$ cat src/rtl/video_timing_gen.sv
// video_timing_gen
//   Raster timing generator. Walks a pixel position (h, v) across an
//   H_TOT x V_TOT raster, one step per dclk edge with pix_ce high. Every
//   output is registered from the *next* position, so each output always
//   describes the position that is current in that cycle.
//
// Ports
//   dclk           clock, rising edge
//   Reset          synchronous, active-high; parks at (H_TOT-1, V_TOT-1)
//   pix_ce         pixel clock enable
//   hs, vs         horizontal / vertical sync, asserted level HS_POL / VS_POL
//   blank          1 inside the visible region
//   sync           composite sync, constant 0
//   DrawX, DrawY   scaled pixel coordinates (h << X_SHL, v >> Y_SHR)
//   line_start     one-cycle pulse when a line begins (h = 0)
//   frame_start    one-cycle pulse at (0, 0)
//   vblank_start   one-cycle pulse at (0, V_ACTIVE)
//   prefetch_valid lookahead pixel h+PREFETCH lies on the current visible line
//   prefetch_x     lookahead pixel h+PREFETCH
//   frame_cnt      completed-frame counter, mod 256
module video_timing_gen #(
  parameter int unsigned H_ACTIVE = 640,
  parameter int unsigned H_FP     = 16,
  parameter int unsigned H_SYNC   = 96,
  parameter int unsigned H_BP     = 48,
  parameter int unsigned V_ACTIVE = 480,
  parameter int unsigned V_FP     = 10,
  parameter int unsigned V_SYNC   = 2,
  parameter int unsigned V_BP     = 33,
  parameter bit          HS_POL   = 1'b0,
  parameter bit          VS_POL   = 1'b0,
  parameter int unsigned X_SHL    = 0,
  parameter int unsigned Y_SHR    = 0,
  parameter int unsigned PREFETCH = 2,
  parameter int unsigned CW       = 11
) (
  input  logic          dclk,
  input  logic          Reset,
  input  logic          pix_ce,
  output logic          hs,
  output logic          vs,
  output logic          blank,
  output logic          sync,
  output logic [CW-1:0] DrawX,
  output logic [CW-1:0] DrawY,
  output logic          line_start,
  output logic          frame_start,
  output logic          vblank_start,
  output logic          prefetch_valid,
  output logic [CW-1:0] prefetch_x,
  output logic [7:0]    frame_cnt
);

  localparam int unsigned H_TOT    = H_ACTIVE + H_FP + H_SYNC + H_BP;
  localparam int unsigned V_TOT    = V_ACTIVE + V_FP + V_SYNC + V_BP;
  localparam int unsigned HS_START = H_ACTIVE + H_FP;
  localparam int unsigned HS_END   = HS_START + H_SYNC;
  localparam int unsigned VS_START = V_ACTIVE + V_FP;
  localparam int unsigned VS_END   = VS_START + V_SYNC;

  localparam logic [CW-1:0] H_LAST  = CW'(H_TOT - 1);
  localparam logic [CW-1:0] V_LAST  = CW'(V_TOT - 1);
  localparam logic [CW-1:0] V_VBLNK = CW'(V_ACTIVE);

  if (longint'(H_TOT) > (longint'(1) << CW)) begin : g_bad_htot
    $error("video_timing_gen: H_TOT does not fit in CW bits");
  end
  if (longint'(V_TOT) > (longint'(1) << CW)) begin : g_bad_vtot
    $error("video_timing_gen: V_TOT does not fit in CW bits");
  end
  if (PREFETCH > H_ACTIVE) begin : g_bad_prefetch
    $error("video_timing_gen: PREFETCH exceeds H_ACTIVE");
  end

  logic [CW-1:0] h, v;
  logic [CW-1:0] h_n, v_n;
  logic [31:0]   hx, vx, px;
  logic          hs_n, vs_n, blank_n, pv_n, origin_n;
  logic          first_seen;

  assign sync = 1'b0;

  // Decode the position that the next enabled edge will move to, so the
  // registered outputs line up with the position register.
  always_comb begin
    h_n = h + 1'b1;
    v_n = v;
    if (h == H_LAST) begin
      h_n = '0;
      v_n = (v == V_LAST) ? '0 : v + 1'b1;
    end
    hx       = 32'(h_n);
    vx       = 32'(v_n);
    px       = hx + PREFETCH;
    hs_n     = (hx >= HS_START && hx < HS_END) ? HS_POL : ~HS_POL;
    vs_n     = (vx >= VS_START && vx < VS_END) ? VS_POL : ~VS_POL;
    blank_n  = (hx < H_ACTIVE) && (vx < V_ACTIVE);
    pv_n     = (px < H_ACTIVE) && (vx < V_ACTIVE);
    origin_n = (h_n == '0) && (v_n == '0);
  end

  always_ff @(posedge dclk) begin
    if (Reset) begin
      h              <= H_LAST;
      v              <= V_LAST;
      hs             <= ~HS_POL;
      vs             <= ~VS_POL;
      blank          <= 1'b0;
      DrawX          <= '0;
      DrawY          <= '0;
      line_start     <= 1'b0;
      frame_start    <= 1'b0;
      vblank_start   <= 1'b0;
      prefetch_valid <= 1'b0;
      prefetch_x     <= '0;
      frame_cnt      <= '0;
      first_seen     <= 1'b0;
    end else begin
      line_start   <= 1'b0;
      frame_start  <= 1'b0;
      vblank_start <= 1'b0;
      if (pix_ce) begin
        h              <= h_n;
        v              <= v_n;
        hs             <= hs_n;
        vs             <= vs_n;
        blank          <= blank_n;
        DrawX          <= h_n << X_SHL;
        DrawY          <= v_n >> Y_SHR;
        prefetch_valid <= pv_n;
        prefetch_x     <= CW'(px);
        line_start     <= (h_n == '0);
        frame_start    <= origin_n;
        vblank_start   <= (h_n == '0) && (v_n == V_VBLNK);
        // The first arrival at the origin after reset starts frame 0
        // rather than completing one.
        if (origin_n) begin
          first_seen <= 1'b1;
          if (first_seen) frame_cnt <= frame_cnt + 8'd1;
        end
      end
    end
  end

endmodule

$ cat config.mk
export PLATFORM = sky130hd
export DESIGN_NAME = video_timing_gen
export DESIGN_NICKNAME = d
export VERILOG_FILES = /design/src/rtl/video_timing_gen.sv
export SDC_FILE = /design/constraint.sdc
export NUM_CORES = 1
export LEC_CHECK = 0
export ABC_CLOCK_PERIOD_IN_PS = 3000
export CAP_MARGIN = 20
export CORE_MARGIN = 2
export CORE_UTILIZATION = 49
export DETAILED_ROUTE_END_ITERATION = 8
export PLACE_DENSITY = 0.77
export SLEW_MARGIN = 30
export SYNTH_ARGS = -nofsm -noshare
export SYNTH_HDL_FRONTEND = slang
export SYNTH_SLANG_ARGS = --single-unit
$ cat constraint.sdc
create_clock -name dclk -period 3 [get_ports dclk]
set_clock_uncertainty 0.2 [all_clocks]
set_input_delay 0.6 -clock dclk [delete_from_list [all_inputs] [get_ports dclk]]
set_output_delay 0.6 -clock dclk [all_outputs]
set_load 0.01 [all_outputs]
==> flow_summary.toml, run 1 <==
[outcome]
status = "finished with violations"
violations = "setup timing"

[timing]
worst_pin_slew_ns = 0.686
setup_viol = 9
relSlewSlack_pct = 54.2
whs_ns = 0.263
rsz0062_at_grt = "yes"
final_hold_viol_count = 0
setup_tns_ns = -1.17
period_share_pct = 106
fmax_ghz = 0.314
worst_slack_ns = -0.189
drv_slew = 0
fin_crit_ns = 3.19

[cells_and_area]
layout.cells.non_filler = 570
final_area_sq_mm = 0.00442
nNetsFinal = 497
fillers = 516
syn_to_final_growth_pct = 33.4
layout-drive-gt1-share_pct = 20.9
antenna_cells = 0

[critical_path]
cp.arrival_ns = 3.28
endpoint_kind = "flip-flop"
crit_top_cell = "or4_4"
crit_required_ns = 3.09
worst-path-buf-inv = 1
crit_chain = "or4_4, or3_4, a221oi_4, o211ai_1, or4_4, buf_6, or4_4, a21oi_2"
critical_path.slowest_cell = "or4_4"
cp_top_family = "simple AND/OR/NAND/NOR gates"
start_kind = "flip-flop"
max_stage_delay_ns = 0.52
critical_path.max_fanout = 6
critPathKind = "reg2reg"

[floorplanning]
initial_core_util_pct = 51.3
die_height_um = 86.2
rows = 29
die-area_sq_mm = 0.00743
coreArea_sq_mm = 0.00646
ios = 52
dieWidth_um = 86.2

[cts]
cts_tree = "built"
clock_sinks = 58
numCtsBuffers = 9
clkLatencyLatePin_ns = 0.36
clk_pin_slew_worst_paths_ns = 0.07
root_buffer = "clkbuf_8"
cts_max_path_buffers = 2
htree_levels = 3
ctsHoldBuffers = 0

[synth]
synth_edf_count = 0
synth_cells = 414
yosys.cell_count.top_type = "dfxtp_1"
synth_area_leaders = "dfxtp_1 35%, a21oi_1 4.8%, xnor2_1 4.8%"
syn-cell-area_sq_mm = 0.00331
avgSynthCellArea_sq_um = 8.00
async_flop_share_pct = 0
ys_seq_elements = 58
ys.flop_type = "dfxtp_1"
synth_top_area_cell = "dfxtp_1"
ys_warn_count = 0
synth_common_cells = "58 x dfxtp_1, 40 x nor2_1, 32 x a21oi_1"
ys_types = 60
yosysSeqAreaShare_pct = 35.1
synth_top_area_share_pct = 35.1
syn-num-nets = 423

[routing]
route.vias.total = 3295
wire_per_inst_um = 15.6
drt.antenna.violating_nets = 0
drt_iter0_markers = 196
vias_per_cell = 5.78
drcViolationCount = 0
dr.pass1.iters = 4
wirelength_mm = 8.90

[power_and_ir_drop]
p_leak_nw = 1.62
vdd_drop_max_uv = 310
power_density_mw_per_mm2 = 512

[min_path]
hp-class = "reg2reg"

[placed_design]
dp.cells = 550
dpl.hpwl_mm = 6.07
dp_worst_setup_slack_ns = -0.167
placed_cell_area_sq_mm = 0.00408
place.gp.congestion = 0.878
portBuffers = 50

[grt]
antenna_found_initial = 0
first_global_vias = 3022
grt.total_usage_pct = 24.6
grt_max_degree = 49
grt-ovfl-total = 0
grt_first_pass_wirelength_mm = 14.6

[run]
maxCapViolations = 0
-- placed cells by master, fill, tap and decap left out, types with 3 or more instances in the layout --
cell	Yosys	layout
a211oi_1	9	9
a21oi_1	32	30
a31oi_1	3	3
and2_1	5	5
and3_1	7	6
buf_4	14	56
clkbuf_8	0	9
clkdlybuf4s50_1	0	49
clkinv_2	0	3
dfxtp_1	58	57
ha_1	6	6
inv_1	11	11
mux2i_1	4	4
nand2_1	30	30
nand2b_1	3	3
nand3_1	18	18
nand4_1	10	10
nor2_1	40	40
nor3_1	10	9
nor3b_1	3	3
o211ai_1	4	4
o21ai_0	13	13
o21bai_1	3	3
o31ai_1	8	4
o31ai_2	0	4
or2_2	3	3
or3_1	10	8
or3_4	1	3
or4_1	10	6
or4_4	0	4
xnor2_1	18	18
xor2_1	10	10
-- worst reg2reg max path: stages (launching register included) --
cell and delay, ns:
dfxtp_2 0.32, or4_4 0.52, or3_4 0.39, a221oi_4 0.32, o211ai_1 0.15, or4_4 0.46, buf_6 0.15, or4_4 0.47
a21oi_2 0.13
-- per-layer routing --
layer | GRT usage, % | share of wire, % | wire, um
met2 | 40.2 | 49 | 4330
met4 | 10.4 | 2.0 | 174
met3 | 4.57 | 3.9 | 346
met1 | 32.1 | 46 | 4050
met5 | 0 | 0 | 0
-- report_power, final --
group	internal [mW]	switching (mW)	total [mW]
clock	0.381	0.347	0.728
combinational	0.318	0.363	0.681
sequential	0.821	0.0327	0.853
-- final cells by class --
class	count	area, sq um	area share, %
multi-input cells	299	1980	44.8
clock buffers	9	124	2.80
clock inverters	7	68.8	1.56
flip-flops and latches	58	1160	26.3
inverters	11	41.3	0.935
well taps	77	96.3	2.18
repair buffers	109	943	21.4
-- final timing paths --
path                 start            end  slack [ns]  cells after the start
max               DrawX[6]   frame_cnt[6]       -0.19                      8
min          prefetch_x[1]  prefetch_x[1]        0.26                      1
max reg2reg       DrawX[6]   frame_cnt[6]       -0.19                      8
min reg2reg  prefetch_x[1]  prefetch_x[1]        0.26                      1
-- state kept, by name, summed over array words and instances (netlist names) --
signal and count:
blank 1, line_start 1, h 7, DrawY 11, frame_cnt 8, vs 1
DrawX 11, first_seen 1, vblank_start 1, frame_start 1, v 3, prefetch_valid 1
prefetch_x 10, hs 1
-- per-stage QoR --
| step | utilization (%) | power, mW |
|---|---|---|
| global route | 68.4 | 2.37 |
| finish | 68.4 | 2.26 |
| CTS | 67.1 | 2.25 |
| detailed placement | 63.2 | 1.52 |
| global placement | 63.2 | 1.51 |
| floorplan | - | 1.26 |
-- what timing repair did --
item / in CTS / in global routing
gates resized for setup: 8 / 16
cloned: 1 / 0
setup endpoints to repair: 9 / 13
buffers inserted: 3 / 0
hold endpoints to repair: 0 / 0
pin swaps: 9 / 6
-- logic make-up (layout without fill, tap and decap cells) --
| group | Yosys count | after routing | share of synthesized area (%) |
|---|---|---|---|
| DFF | 58 | 58 | 35.1 |
| other | 1 | 1 | 0.113 |
| and+or+nand+nor | 167 | 167 | 27.2 |
| muxes | 4 | 4 | 1.21 |
| adders and majority gates | 6 | 6 | 2.27 |
| buffers and inverters | 57 | 136 | 8.35 |
| xor gates and xnor gates | 28 | 28 | 7.41 |
| AOI/OAI and AO/OA | 93 | 93 | 18.4 |
Note: power is estimated with default switching activity, not from simulation.
==> run 2, diff against run 1 <==
Settings changed: HOLD_SLACK_MARGIN set to 0.02.
==> results of run 2 <==
No change in the layout: final DEF, timing and power equal those of run 1.
==> run 3, diff against run 2 <==
Settings changed: CORE_UTILIZATION 49 to 35, PLACE_DENSITY 0.77 to unset, TNS_END_PERCENT set to 5.
==> run 3 against run 2 <==
The run still ends with setup timing left. Count of clock-buffer cells in the layout grew 1. Critical path depth is the same. Combinational power increased by 3.2%. Sequential power barely moved. Final cell count increased by 7.2%. Critical endpoint unchanged. Largest cell class unchanged. Largest power group unchanged.
==> flow_summary.toml, run 3 (synthesis gave the netlist of run 1 again) <==
[outcome]
status = "finished with violations"
violations = "setup timing"

[timing]
whs_ns = 0.263
rsz0062_at_grt = "yes"
drv_slew = 0
fin_crit_ns = 3.18
final_hold_viol_count = 0
worst_pin_slew_ns = 0.605
fmax_ghz = 0.314
worst_slack_ns = -0.183
relSlewSlack_pct = 59.4
period_share_pct = 106
setup_viol = 7

[cells_and_area]
layout_common_cells = "64 x buf_4, 58 x dfxtp_1, 49 x clkdlybuf4s50_1"
fillers = 936
top_regs = "DrawX x11, DrawY x11, prefetch_x x10"
antenna_cells = 0
layout-drive-gt1-share_pct = 19.2
final_area_sq_mm = 0.00445
syn_to_final_growth_pct = 34.5
nNetsFinal = 504
final_common_cell = "buf_4"

[critical_path]
crit_required_ns = 3.09
endpoint_kind = "flip-flop"
critPathKind = "reg2reg"
critical_path.slowest_cell = "or4_4"
critPathLaunch = "DrawX[6]"
crit_top_cell = "or4_4"
reg2reg_from = "DrawX[6]"
start_kind = "flip-flop"
critical_path.max_fanout = 16
worst-path-buf-inv = 1
max_stage_delay_ns = 0.53
cp_top_family = "simple AND/OR/NAND/NOR gates"
cp.arrival_ns = 3.27
crit_chain = "or4_4, or3_4, a221oi_4, o211ai_1, or4_4, buf_6, or4_1, a21oi_1"

[floorplanning]
rows = 35
coreArea_sq_mm = 0.00920
initial_core_util_pct = 36.0
ios = 52
dieWidth_um = 101
die-area_sq_mm = 0.0103
die_height_um = 101

[grt]
first_global_vias = 3048
grt.total_usage_pct = 18.4
antenna_found_initial = 0
grt_max_degree = 49
grt_first_pass_wirelength_mm = 14.9
grt-ovfl-total = 0

[routing]
drcViolationCount = 0
vias_per_cell = 5.35
drt_iter0_markers = 159
drt.antenna.violating_nets = 0
dr.pass1.iters = 4
wire_per_inst_um = 14.8
wirelength_mm = 9.06
route.vias.total = 3269

[power_and_ir_drop]
vdd_drop_max_uv = 339
power_density_mw_per_mm2 = 519
p_leak_nw = 1.65

[cts]
cts_setup_buffers = 0
clock_sinks = 58
cts_max_path_buffers = 2
clkLatencyLatePin_ns = 0.35
root_buffer = "clkbuf_8"
htree_levels = 3
clk_pin_slew_worst_paths_ns = 0.08
numCtsBuffers = 9
cts_tree = "built"

[placed_design]
dpl.hpwl_mm = 6.49
portBuffers = 50
place.gp.congestion = 0.881
dp_worst_setup_slack_ns = -0.196
placed_cell_area_sq_mm = 0.00422

[min_path]
worstHoldStart = "prefetch_x[10]"
hp-class = "reg2reg"

[run]
maxCapViolations = 0
-- run 3: cell count changes in the layout (fill, tap and decap cells not counted), moves of 2 or more --
cell      before  now
a21oi_1       30   32
a21oi_2        2    0
buf_4         56   64
clkinv_2       3    1
o31ai_1        4    8
o31ai_2        4    0
or4_1          6    8
or4_4          4    2
-- run 3: worst register-to-register path, cell delays in order, from the launching register on --
cell      delay (ns)
dfxtp_1         0.31
or4_4           0.53
or3_4           0.40
a221oi_4        0.30
o211ai_1        0.15
or4_4           0.45
buf_6           0.16
or4_1           0.48
a21oi_1         0.14
-- run 3: final timing paths --
check / to / slack, ns / cells past startpoint
worst min-delay path: prefetch_x[10] / 0.26 / 2
worst min register to register: prefetch_x[10] / 0.26 / 2
worst max register to register: frame_cnt[6] / -0.18 / 8
worst max-delay path: frame_cnt[6] / -0.18 / 8
-- run 3: stage by stage --
stage	instances	utilization [%]	TNS, ns	power (mW)
global placement	595	45.9	-0.723	1.56
floorplan	414	-	-1.78	1.26
global route	611	48.4	-2.28	2.43
finish	611	48.4	-0.908	2.31
detailed placement	595	45.9	-1.16	1.56
CTS	611	48.3	-0.902	2.32
-- run 3: what timing repair did --
item                                    4_1_cts  5_1_grt
pin swaps                                     1        1
resized for setup                             3        3
hold buffers                                  0        0
endpoints found under the setup margin       10       14
-- run 3: power breakdown --
group | switching (mW) | internal, mW
combinational | 0.364 | 0.339
clock | 0.354 | 0.405
sequential | 0.0308 | 0.820
total | 0.749 | 1.56
-- run 3: metal layers --
metal  vias to the layer above  share of wire [%]  GRT usage [%]
met2                        81                 46           29.2
met3                        14                4.9           5.31
met4                         0                1.9           6.65
li1                       1633                  -              -
met1                      1541                 47           23.9
met5                         -                  0              0
-- run 3: layout make-up --
class | count | area (sq um) | area share [%]
Timing Repair Buffer | 116 | 1010 | 22.6
Clock buffer | 10 | 138 | 3.09
Sequential cell | 58 | 1160 | 26.1
Multi-Input combinational cell | 299 | 1900 | 42.7
Tap cell | 111 | 139 | 3.12
Clock inverter | 6 | 66.3 | 1.49
Inverter | 11 | 41.3 | 0.927
